**src/rtl/ad9914_pkg.sv**
```systemverilog
// Shared AD9914 definitions: register map, bus-mode encodings, responder FSM states
// and the byte-space range check used by both the responder and its register file.
package ad9914_pkg;

    localparam int AD9914_NUM_REGS = 28;

    localparam logic [4:0] CFR1              = 5'h00;
    localparam logic [4:0] CFR2              = 5'h01;
    localparam logic [4:0] CFR3              = 5'h02;
    localparam logic [4:0] CFR4              = 5'h03;
    localparam logic [4:0] DRG_LOWER_LIMIT   = 5'h04;
    localparam logic [4:0] DRG_UPPER_LIMIT   = 5'h05;
    localparam logic [4:0] DRG_RISE_STEP     = 5'h06;
    localparam logic [4:0] DRG_FALL_STEP     = 5'h07;
    localparam logic [4:0] DRG_RATE          = 5'h08;
    localparam logic [4:0] PROFILE0_FTW      = 5'h0B;
    localparam logic [4:0] PROFILE0_POW_AMP  = 5'h0C;

    localparam logic BUS_MODE_8BIT  = 1'b0;
    localparam logic BUS_MODE_16BIT = 1'b1;

    typedef enum logic [1:0] {
        ST_IDLE    = 2'd0,
        ST_WR_ACT  = 2'd1,
        ST_RD_WAIT = 2'd2,
        ST_RD_DRV  = 2'd3
    } pport_state_e;

    // A halfword access is in range only if its upper byte (2h+1) is.
    function automatic logic addr_out_of_range(input logic [7:0] addr, input logic pwd,
                                               input int num_bytes);
        int last_byte;
        last_byte = (pwd == BUS_MODE_16BIT) ? int'({addr[7:1], 1'b1}) : int'(addr);
        return last_byte >= num_bytes;
    endfunction

endpackage

```
**src/rtl/ad9914_regfile_dual.sv**
```systemverilog
// Byte-writable buffer register file with an active shadow copy loaded on io_update,
// plus a bus read port from the buffer and a 32-bit configuration read port from the shadow.
module ad9914_regfile_dual
    import ad9914_pkg::*;
#(
    parameter int NUM_REGS = AD9914_NUM_REGS
) (
    input  logic        clk,
    input  logic        rst,
    input  logic        we_i,
    input  logic        wr_pwd_i,
    input  logic [7:0]  wr_addr_i,
    input  logic [15:0] wr_data_i,
    input  logic        update_i,
    input  logic        rd_pwd_i,
    input  logic [7:0]  rd_addr_i,
    output logic [15:0] rd_data_o,
    input  logic [4:0]  cfg_sel_i,
    output logic [31:0] cfg_word_o
);
    localparam int NUM_BYTES = NUM_REGS * 4;
    localparam int AW        = $clog2(NUM_BYTES);

    logic [7:0] buf_q [NUM_BYTES];
    logic [7:0] buf_d [NUM_BYTES];
    logic [7:0] act_q [NUM_BYTES];

    logic [AW-1:0] wr_lo, wr_hi, wr_b, rd_lo, rd_hi, rd_b, cfg_base;

    assign wr_lo    = AW'({wr_addr_i[7:1], 1'b0});
    assign wr_hi    = AW'({wr_addr_i[7:1], 1'b1});
    assign wr_b     = AW'(wr_addr_i);
    assign rd_lo    = AW'({rd_addr_i[7:1], 1'b0});
    assign rd_hi    = AW'({rd_addr_i[7:1], 1'b1});
    assign rd_b     = AW'(rd_addr_i);
    assign cfg_base = AW'({cfg_sel_i, 2'b00});

    // buf_d feeds the shadow too, so an update coinciding with a write sees the new bytes.
    always_comb begin
        buf_d = buf_q;
        if (we_i && !addr_out_of_range(wr_addr_i, wr_pwd_i, NUM_BYTES)) begin
            if (wr_pwd_i == BUS_MODE_16BIT) begin
                buf_d[wr_lo] = wr_data_i[7:0];
                buf_d[wr_hi] = wr_data_i[15:8];
            end else begin
                buf_d[wr_b] = wr_data_i[7:0];
            end
        end
    end

    always_ff @(posedge clk or negedge rst) begin
        if (!rst) begin
            for (int i = 0; i < NUM_BYTES; i++) begin
                buf_q[i] <= 8'h00;
                act_q[i] <= 8'h00;
            end
        end else begin
            buf_q <= buf_d;
            if (update_i) begin
                act_q <= buf_d;
            end
        end
    end

    always_comb begin
        rd_data_o = 16'h0000;
        if (!addr_out_of_range(rd_addr_i, rd_pwd_i, NUM_BYTES)) begin
            if (rd_pwd_i == BUS_MODE_16BIT) begin
                rd_data_o = {buf_q[rd_hi], buf_q[rd_lo]};
            end else begin
                rd_data_o = {8'h00, buf_q[rd_b]};
            end
        end
    end

    always_comb begin
        cfg_word_o = 32'h0000_0000;
        if (int'(cfg_sel_i) < NUM_REGS) begin
            cfg_word_o = {act_q[cfg_base + AW'(3)], act_q[cfg_base + AW'(2)],
                          act_q[cfg_base + AW'(1)], act_q[cfg_base]};
        end
    end

endmodule

```
**src/rtl/ad9914_pport_responder.sv**
```systemverilog
// AD9914 parallel-port target: registered input stage, write/read strobe FSM,
// saturating transaction counters and error pulses around a dual register file.
module ad9914_pport_responder
    import ad9914_pkg::*;
#(
    parameter int NUM_REGS = AD9914_NUM_REGS,
    parameter int READ_LAT = 2,
    parameter int CNT_W    = 16
) (
    input  logic             clk,
    input  logic             rst,
    input  logic             p_pwd,
    input  logic             p_wr,
    input  logic             p_rd,
    input  logic [7:0]       p_addr,
    input  logic [15:0]      p_wdata,
    output logic [15:0]      p_rdata,
    output logic             data_oe,
    input  logic             io_update,
    input  logic             err_inject,
    input  logic [4:0]       cfg_sel,
    output logic [31:0]      cfg_word,
    output logic [CNT_W-1:0] wr_cnt,
    output logic [CNT_W-1:0] rd_cnt,
    output logic             addr_err,
    output logic             proto_err,
    output logic [1:0]       dbg_state
);
    localparam int NUM_BYTES = NUM_REGS * 4;

    logic        pwd_q, wr_q, wr_qq, rd_q, rd_qq, upd_q, upd_qq;
    logic        prime_q, wr_arm_q, rd_arm_q;
    logic [7:0]  addr_q;
    logic [15:0] wdata_q;

    // A strobe only arms after a genuine high sample, so one held low through reset is ignored.
    always_ff @(posedge clk or negedge rst) begin
        if (!rst) begin
            pwd_q    <= 1'b0;
            wr_q     <= 1'b1;
            wr_qq    <= 1'b1;
            rd_q     <= 1'b1;
            rd_qq    <= 1'b1;
            upd_q    <= 1'b0;
            upd_qq   <= 1'b0;
            addr_q   <= 8'h00;
            wdata_q  <= 16'h0000;
            prime_q  <= 1'b0;
            wr_arm_q <= 1'b0;
            rd_arm_q <= 1'b0;
        end else begin
            pwd_q    <= p_pwd;
            wr_q     <= p_wr;
            wr_qq    <= wr_q;
            rd_q     <= p_rd;
            rd_qq    <= rd_q;
            upd_q    <= io_update;
            upd_qq   <= upd_q;
            addr_q   <= p_addr;
            wdata_q  <= p_wdata;
            prime_q  <= 1'b1;
            wr_arm_q <= wr_arm_q | (prime_q & wr_q);
            rd_arm_q <= rd_arm_q | (prime_q & rd_q);
        end
    end

    logic wr_fall, wr_rise, rd_fall, rd_rise, upd_rise;

    assign wr_fall  = wr_arm_q & wr_qq & ~wr_q;
    assign wr_rise  = ~wr_qq & wr_q;
    assign rd_fall  = rd_arm_q & rd_qq & ~rd_q;
    assign rd_rise  = ~rd_qq & rd_q;
    assign upd_rise = upd_q & ~upd_qq;

    pport_state_e state_q;
    logic [7:0]   lat_cnt_q;
    logic         rd_oor_q;
    logic         wr_commit, acc_oor, lat_done;
    logic [15:0]  rf_rd_data, rd_word;

    assign wr_commit = (state_q == ST_WR_ACT) && wr_rise;
    assign acc_oor   = addr_out_of_range(addr_q, pwd_q, NUM_BYTES);
    assign rd_word   = rf_rd_data ^ {15'd0, err_inject};
    assign lat_done  = (int'(lat_cnt_q) + 2 >= READ_LAT);
    assign dbg_state = 2'(state_q);

    ad9914_regfile_dual #(
        .NUM_REGS(NUM_REGS)
    ) u_regfile (
        .clk        (clk),
        .rst        (rst),
        .we_i       (wr_commit),
        .wr_pwd_i   (pwd_q),
        .wr_addr_i  (addr_q),
        .wr_data_i  (wdata_q),
        .update_i   (upd_rise),
        .rd_pwd_i   (pwd_q),
        .rd_addr_i  (addr_q),
        .rd_data_o  (rf_rd_data),
        .cfg_sel_i  (cfg_sel),
        .cfg_word_o (cfg_word)
    );

    always_ff @(posedge clk or negedge rst) begin
        if (!rst) begin
            state_q   <= ST_IDLE;
            lat_cnt_q <= 8'd0;
            rd_oor_q  <= 1'b0;
            p_rdata   <= 16'h0000;
            data_oe   <= 1'b0;
            wr_cnt    <= '0;
            rd_cnt    <= '0;
            addr_err  <= 1'b0;
            proto_err <= 1'b0;
        end else begin
            addr_err  <= 1'b0;
            proto_err <= 1'b0;
            case (state_q)
                ST_IDLE: begin
                    if ((wr_fall || rd_fall) && !wr_q && !rd_q) begin
                        proto_err <= 1'b1;
                    end else if (wr_fall) begin
                        state_q <= ST_WR_ACT;
                    end else if (rd_fall) begin
                        state_q   <= ST_RD_WAIT;
                        lat_cnt_q <= 8'd0;
                    end
                end
                ST_WR_ACT: begin
                    if (wr_rise) begin
                        state_q  <= ST_IDLE;
                        addr_err <= acc_oor;
                        if (wr_cnt != '1) wr_cnt <= wr_cnt + CNT_W'(1);
                    end
                end
                ST_RD_WAIT: begin
                    if (rd_rise) begin
                        state_q <= ST_IDLE;
                    end else if (lat_done) begin
                        p_rdata  <= rd_word;
                        rd_oor_q <= acc_oor;
                        data_oe  <= 1'b1;
                        state_q  <= ST_RD_DRV;
                    end else begin
                        lat_cnt_q <= lat_cnt_q + 8'd1;
                    end
                end
                ST_RD_DRV: begin
                    if (rd_rise) begin
                        data_oe  <= 1'b0;
                        addr_err <= rd_oor_q;
                        state_q  <= ST_IDLE;
                        if (rd_cnt != '1) rd_cnt <= rd_cnt + CNT_W'(1);
                    end
                end
                default: state_q <= ST_IDLE;
            endcase
        end
    end

endmodule

```
**config.mk**
```make
export PLATFORM = sky130hd
export DESIGN_NAME = ad9914_pport_responder
export DESIGN_NICKNAME = d
export VERILOG_FILES = /design/src/rtl/ad9914_pkg.sv /design/src/rtl/ad9914_regfile_dual.sv /design/src/rtl/ad9914_pport_responder.sv
export SDC_FILE = /design/constraint.sdc
export NUM_CORES = 2
export LEC_CHECK = 0
export CORE_MARGIN = 3
export CORE_UTILIZATION = 30
export CTS_BUF_LIST = sky130_fd_sc_hd__clkbuf_4
export DETAILED_ROUTE_END_ITERATION = 10
export PLACE_DENSITY = 0.46
export SLEW_MARGIN = 30
export SYNTH_ARGS = -nofsm -noshare
export SYNTH_HDL_FRONTEND = slang
export SYNTH_SLANG_ARGS = --single-unit
```
**constraint.sdc**
```tcl
create_clock -name clk -period 4.1 [get_ports clk]
set_input_delay 1.025 -clock clk [delete_from_list [all_inputs] [get_ports clk]]
set_output_delay 1.025 -clock clk [all_outputs]
set_load 0.05 [all_outputs]
```
### Word-level counts from Yosys, hierarchy flattened

Cells that the tools add are included.

* word-level logic and storage cells: 384
* register bits after elaboration: 1888
* output and inout bits: 85
* input port bits: 36

* bitwise logic cells: 25
* add/subtract/negate cells: 7
* muxes and demuxes: 59
* $lt $le $gt $ge: 13
* reduce and logical (&&, ||, !) cells: 20
* equal/unequal tests: 15

Operators by type and width (count)
* $bwmux W896: 3
* $mux W896: 2
* $bmux W8 S7: 7
* $mux W8: 22
* $demux W8 S7: 3
* $ge A8 B8 Y1 const B: 7
* $not A7 Y8: 7
* $add A16 B1 Y16 const B: 2
* $mux W16: 2
* $mux W32: 1
* $ne A16 B16 Y1 const B: 2
* $lt A8 B1 Y1 const B: 3
* $ne A2 B2 Y1 const B: 8
* $pmux W8 S2: 1
* $xor A16 B1 Y16: 1
* $add A7 B2 Y7 const B: 2
* $mux W2: 7
* $add A8 B2 Y9 const B: 1
* $and A1 B1 Y1: 9
* $ge A9 B2 Y1 const B: 1
* $reduce_and A3 Y1: 3
* $add A8 B1 Y8 const B: 1
* $ge A8 B7 Y1 const B: 1
* $mux W1: 8
* other kinds (17): 35

### Longest topological paths before layout

* depth after elaboration: 9
* gate-level depth with buffers: 12
* depth with buffers taken out: 9

### Cells and area by module

A second synthesis with hierarchy kept.

* cells, all modules: 6270
* area total of the unflattened synthesis: 89173.0 um^2

By module, submodules not included
* ad9914_regfile_dual: cells an instance 5995, times used 1, sequential area each 44843.0 um^2, area each 85493.2 um^2
* ad9914_pport_responder: cells an instance 275, times used 1, sequential area each 2407.3 um^2, area each 3679.8 um^2

### Least setup slack after synthesis

OpenSTA, ideal clock, no wires.

* path kind: input port to output port
* start: in cfg_sel[0]
* end: out cfg_word[13]
* stages on the path: 8
* buffers on the path: 4
* data arrival time: 3114 ps
* setup slack: -39 ps
* data required time: 3075 ps
* cell sequence: buf_2 -> buf_2 -> buf_2 -> buf_2 -> mux4_2 -> mux2i_1 -> o22ai_1 -> mux2_2

* word-level cells in the longest chain between the ends: 6
* elaborated cells between the ends (all ways): 7
* those cells by class: add/sub (1); order compare (1); mux (4); bitwise (1)

Ends and longest elaborated chain
* start: declaration: RTL line ad9914_pport_responder.sv:21 `input logic [4:0] cfg_sel,`
* $add A7 B1 Y7: RTL line ad9914_regfile_dual.sv:80 `act_q[cfg_base + AW'(1)], act_q[cfg_base]};`
* $not A7 Y8 (not written as such): RTL line ad9914_regfile_dual.sv:80
* $bmux W8 S7: RTL line ad9914_regfile_dual.sv:80
* $mux W8 (not written as such) (2 in series): RTL line ad9914_regfile_dual.sv:80
* $mux W32 *: RTL line ad9914_regfile_dual.sv:78 `if (int'(cfg_sel_i) < NUM_REGS) begin`
* end: declaration: RTL line ad9914_pport_responder.sv:22 `output logic [31:0] cfg_word,`

Mark *: on every way between the ends. The rest lies on a longest branch, timed or not. The select of a mux whose other input is x is not followed.

### Final worst setup path

* start: reg u_regfile.act_q[806] (netlist bit)
* end: out cfg_word[30]

* word-level cells in the longest chain between the ends: 4

Ends and longest elaborated chain
* start: declaration: RTL line ad9914_regfile_dual.sv:26 `logic [7:0] act_q [NUM_BYTES];`
* start signal: assignment: RTL line ad9914_regfile_dual.sv:60 `act_q <= buf_d;`
* $bmux W8 S7: RTL line ad9914_regfile_dual.sv:79 `cfg_word_o = {act_q[cfg_base + AW'(3)], act_q[cfg_base + AW'(2)],`
* $mux W8 (not written as such) (2 in series): RTL line ad9914_regfile_dual.sv:79
* $mux W32: RTL line ad9914_regfile_dual.sv:78

Every way passes these cells. The select of a mux whose other input is x is not followed.

==> flow_metrics.env <==
export IMPL_die_height_um=557.6
export IMPL_min_period_ps=4724
export IMPL_finalSetupViolCount=32
export IMPL_fin_ws_ps=-624.1
export IMPL_final_fill_count=28960
export IMPL_power_switching_mw=14.69
export IMPL_r2r_start="addr_q[2]"
export IMPL_clock_sinks=1888
export IMPL_synth_cells=6048
export IMPL_hold_path_class="primary input to asynchronous set/reset pin"
export IMPL_antenna_left=0
export IMPL_path_max_fanout=2
export IMPL_grt_pass1_wl_um=659400
export IMPL_wl_per_cell_um=44.43
export IMPL_start_util_pct=30.29
export IMPL_grt_busiest_layer="met1"
export IMPL_drc=0
export IMPL_drt_iter0_markers=9770
export IMPL_hold_ws_ps=287.8
export IMPL_synth_top_area_share_pct=51.65
export IMPL_p_sw_share_pct=31.11
export IMPL_ys_seq_elements=1888
export IMPL_grt_use_met1_pct=44.08
export IMPL_path_cells="mux4_2 -> mux4_2 -> mux2_4 -> buf_6"
export IMPL_yosys_warnings=0
export IMPL_critPathMostFrequentCell="mux4_2"
export IMPL_critPathKind="flip-flop to primary output"
export IMPL_intPower_mw=32.54
export IMPL_grt_pass1_vias=67710
export IMPL_pre_cts_ws_ps=-370.2
export IMPL_die_area_um2=310900
export IMPL_cts_buffers=563
export IMPL_hpwlAfterDp_um=392200
export IMPL_clk_latency_ps=1570
export IMPL_relSlewSlack_pct=23.73
export IMPL_numPortBuffers=120
export IMPL_ir_worst_vdd_v=0.0002548
export IMPL_finalWirelength_um=503700
export IMPL_ys_async_sr_fraction_pct=100.0
export IMPL_pwr_share_comb_pct=13.4
export IMPL_power_share_clock_pct=40.8
export IMPL_routed_via_count=69930
export IMPL_critPathRequiredTime_ps=3070
export IMPL_fmax_mhz=211.7
export IMPL_drv_slew=0
export IMPL_r2r_setup_slack_ps=120
export IMPL_start_kind="flip-flop"
export IMPL_synth_area_leader_cell="dfrtp_1"
export IMPL_grt_use_total_pct=31.87
export IMPL_die_x_um=557.6
export IMPL_yosysSeqAreaShare_pct=51.77
export IMPL_final_layout_size_suffix_gt1_share_pct=49.26
export IMPL_r2r_end="p_rdata[9]"
export IMPL_synthFlopType="dfrtp_1"
export IMPL_final_cell_mix="1724 x dfrtp_1, 947 x mux2_2, 812 x clkbuf_4"
export IMPL_grt_max_degree=143
export IMPL_cts_clk_slew_worst_paths_ps=50
export IMPL_p_per_area_nw_per_um2=430.4
export IMPL_h_tree_depth=6
export IMPL_rsz0062_at_grt="true"
export IMPL_netlist_top_cells_area="dfrtp_1 52%, mux4_2 18%, mux2_2 12%"
export IMPL_endpoint="cfg_word[30]"
export IMPL_worst_slew_pin_slew_ps=1144
export IMPL_ios=121
export IMPL_root_buffer="clkbuf_4"
export IMPL_final_core_utilization_pct=36.42
export IMPL_cap_violations=0
export IMPL_clock_skew_ps=106.3
export IMPL_critPathLaunch="u_regfile.act_q[806]"
export IMPL_grt_util_met3_pct=13.14
export IMPL_clock_path_buffers=4
export IMPL_core_area_um2=301300
export IMPL_power_leakage_nw=49.33
export IMPL_rows=201
export IMPL_fin_total_pwr_mw=47.23
export IMPL_synth_cell_types=81
export IMPL_seqPwrFrac_pct=45.8
export IMPL_timing_final_crit_share_pct=115.2
export IMPL_status="finished, violations left"
export IMPL_violations="negative setup slack"
export IMPL_cts_tree="done"
export IMPL_gp_congestion=1.077
export IMPL_critPathSlowestCell="mux4_2"
export IMPL_syn_area_per_cell_um2=15.09
export IMPL_drt_pass1_iter_count=5
export IMPL_vias_per_cell=6.169
export IMPL_final_common_cell="dfrtp_1"
export IMPL_critPathArrivalTime_ps=3700
export IMPL_cp_end_kind="primary output"
export IMPL_synth_nets=6089
export IMPL_grtUsageMet2_pct=44.00
export IMPL_hold_viol_final=0
export IMPL_r2r_cells=11
export IMPL_nets=6989
export IMPL_syn_area_um2=91270
export IMPL_slowest_delay_ps=610
export IMPL_overflow=0
export IMPL_syn_to_final_growth_pct=20.23
export IMPL_synth_edf_count=0
export IMPL_grt_antenna_before_repair=93
## cell type report
| type | instances | area [um2] | share of cell area, % |
|---|---|---|---|
| tap | 3958 | 4952 | 4.513 |
| timing repair buffer | 811 | 7810 | 7.117 |
| multi-input combinational | 3640 | 42020 | 38.29 |
| clock inverter | 151 | 1152 | 1.050 |
| inverter | 44 | 166.4 | 0.1516 |
| antenna | 32 | 80.08 | 0.07297 |
| sequential | 1888 | 47470 | 43.25 |
| clock buffer | 812 | 6096 | 5.555 |
## worst min path at each step
stage,from,to,slack [ps],depth (start not counted)
after floorplan,upd_q,upd_qq,350,0
after global placement,wr_q,wr_qq,410,0
after detailed placement,rd_q,rd_qq,400,0
after CTS,rst,u_regfile.act_q[51],180,3
after global routing,rst,u_regfile.act_q[804],210,3
final,rst,u_regfile.buf_q[804],290,3
## per-layer routing
metal | routed length (um) | part of all wire [%]
met1 | 209600 | 42
met2 | 206700 | 41
met3 | 64550 | 13
met4 | 22720 | 4.5
met5 | 113 | 0.022
## worst max-delay path, delay by kind of cell (launching register included)
family | cells | cell delay (ps)
buffers and inverters | 1 | 160
flip-flops | 1 | 520
multiplexers | 3 | 1470
## power by group through the flow
stage	logic, mW	clock network [mW]	registers, mW
after floorplan	3.27	0	20.8
after global placement	6.11	0	21.9
after detailed placement	6.16	0	21.8
after CTS	6.26	19.6	21.5
after global routing	6.57	20.7	21.6
final	6.35	19.3	21.6
## metrics by stage
stage,TNS (ps),instance area (um2),instances
2_1_floorplan,0,91290,6048
3_3_place_gp,-5411,101400,10320
3_5_place_dp,-5554,101500,10320
4_1_cts,-19620,109600,11300
5_1_grt,-18780,109700,11310
6_report,-15370,109700,11340
## registers in the layout, summed over array words and instances, names as in the netlist, 2 cells and up
name and cells:
addr_q 8, lat_cnt_q 8, u_regfile.buf_q 896, u_regfile.act_q 896, p_rdata 16, dbg_state 2, wdata_q 16, rd_cnt 16
wr_cnt 16
## synth_stat cells, drive strengths merged (61+ instances only)
library cell,instances
a21oi,111
a2bb2oi,153
buf,226
clkbuf,250
dfrtp,1884
mux2,979
mux2i,120
mux4,741
nand2,187
nor2,299
o22a,624
o22ai,61
## what timing repair did
| action | CTS | global route |
|---|---|---|
| endpoints found under the setup margin | 46 | 33 |
| pin swaps | 10 | 9 |
| hold endpoints to repair | 975 | 0 |
| buffers inserted | 0 | 4 |
| hold buffers | 30 | 0 |
| resized for setup | 232 | 55 |
## kinds of logic (layout without fill, tap and decap cells)
logic type	after synthesis	after routing	share of synthesized area, %
flops	1888	1888	51.77
buf+inv	520	1818	2.824
other cells	1	33	0.004109
mux	1840	1840	31.71
fa+ha+maj	5	5	0.06854
xor+xnor	32	32	0.3071
simple gates	655	655	3.481
compound gates	1107	1107	9.837
No activity file was read; power rests on OpenSTA's default activity.
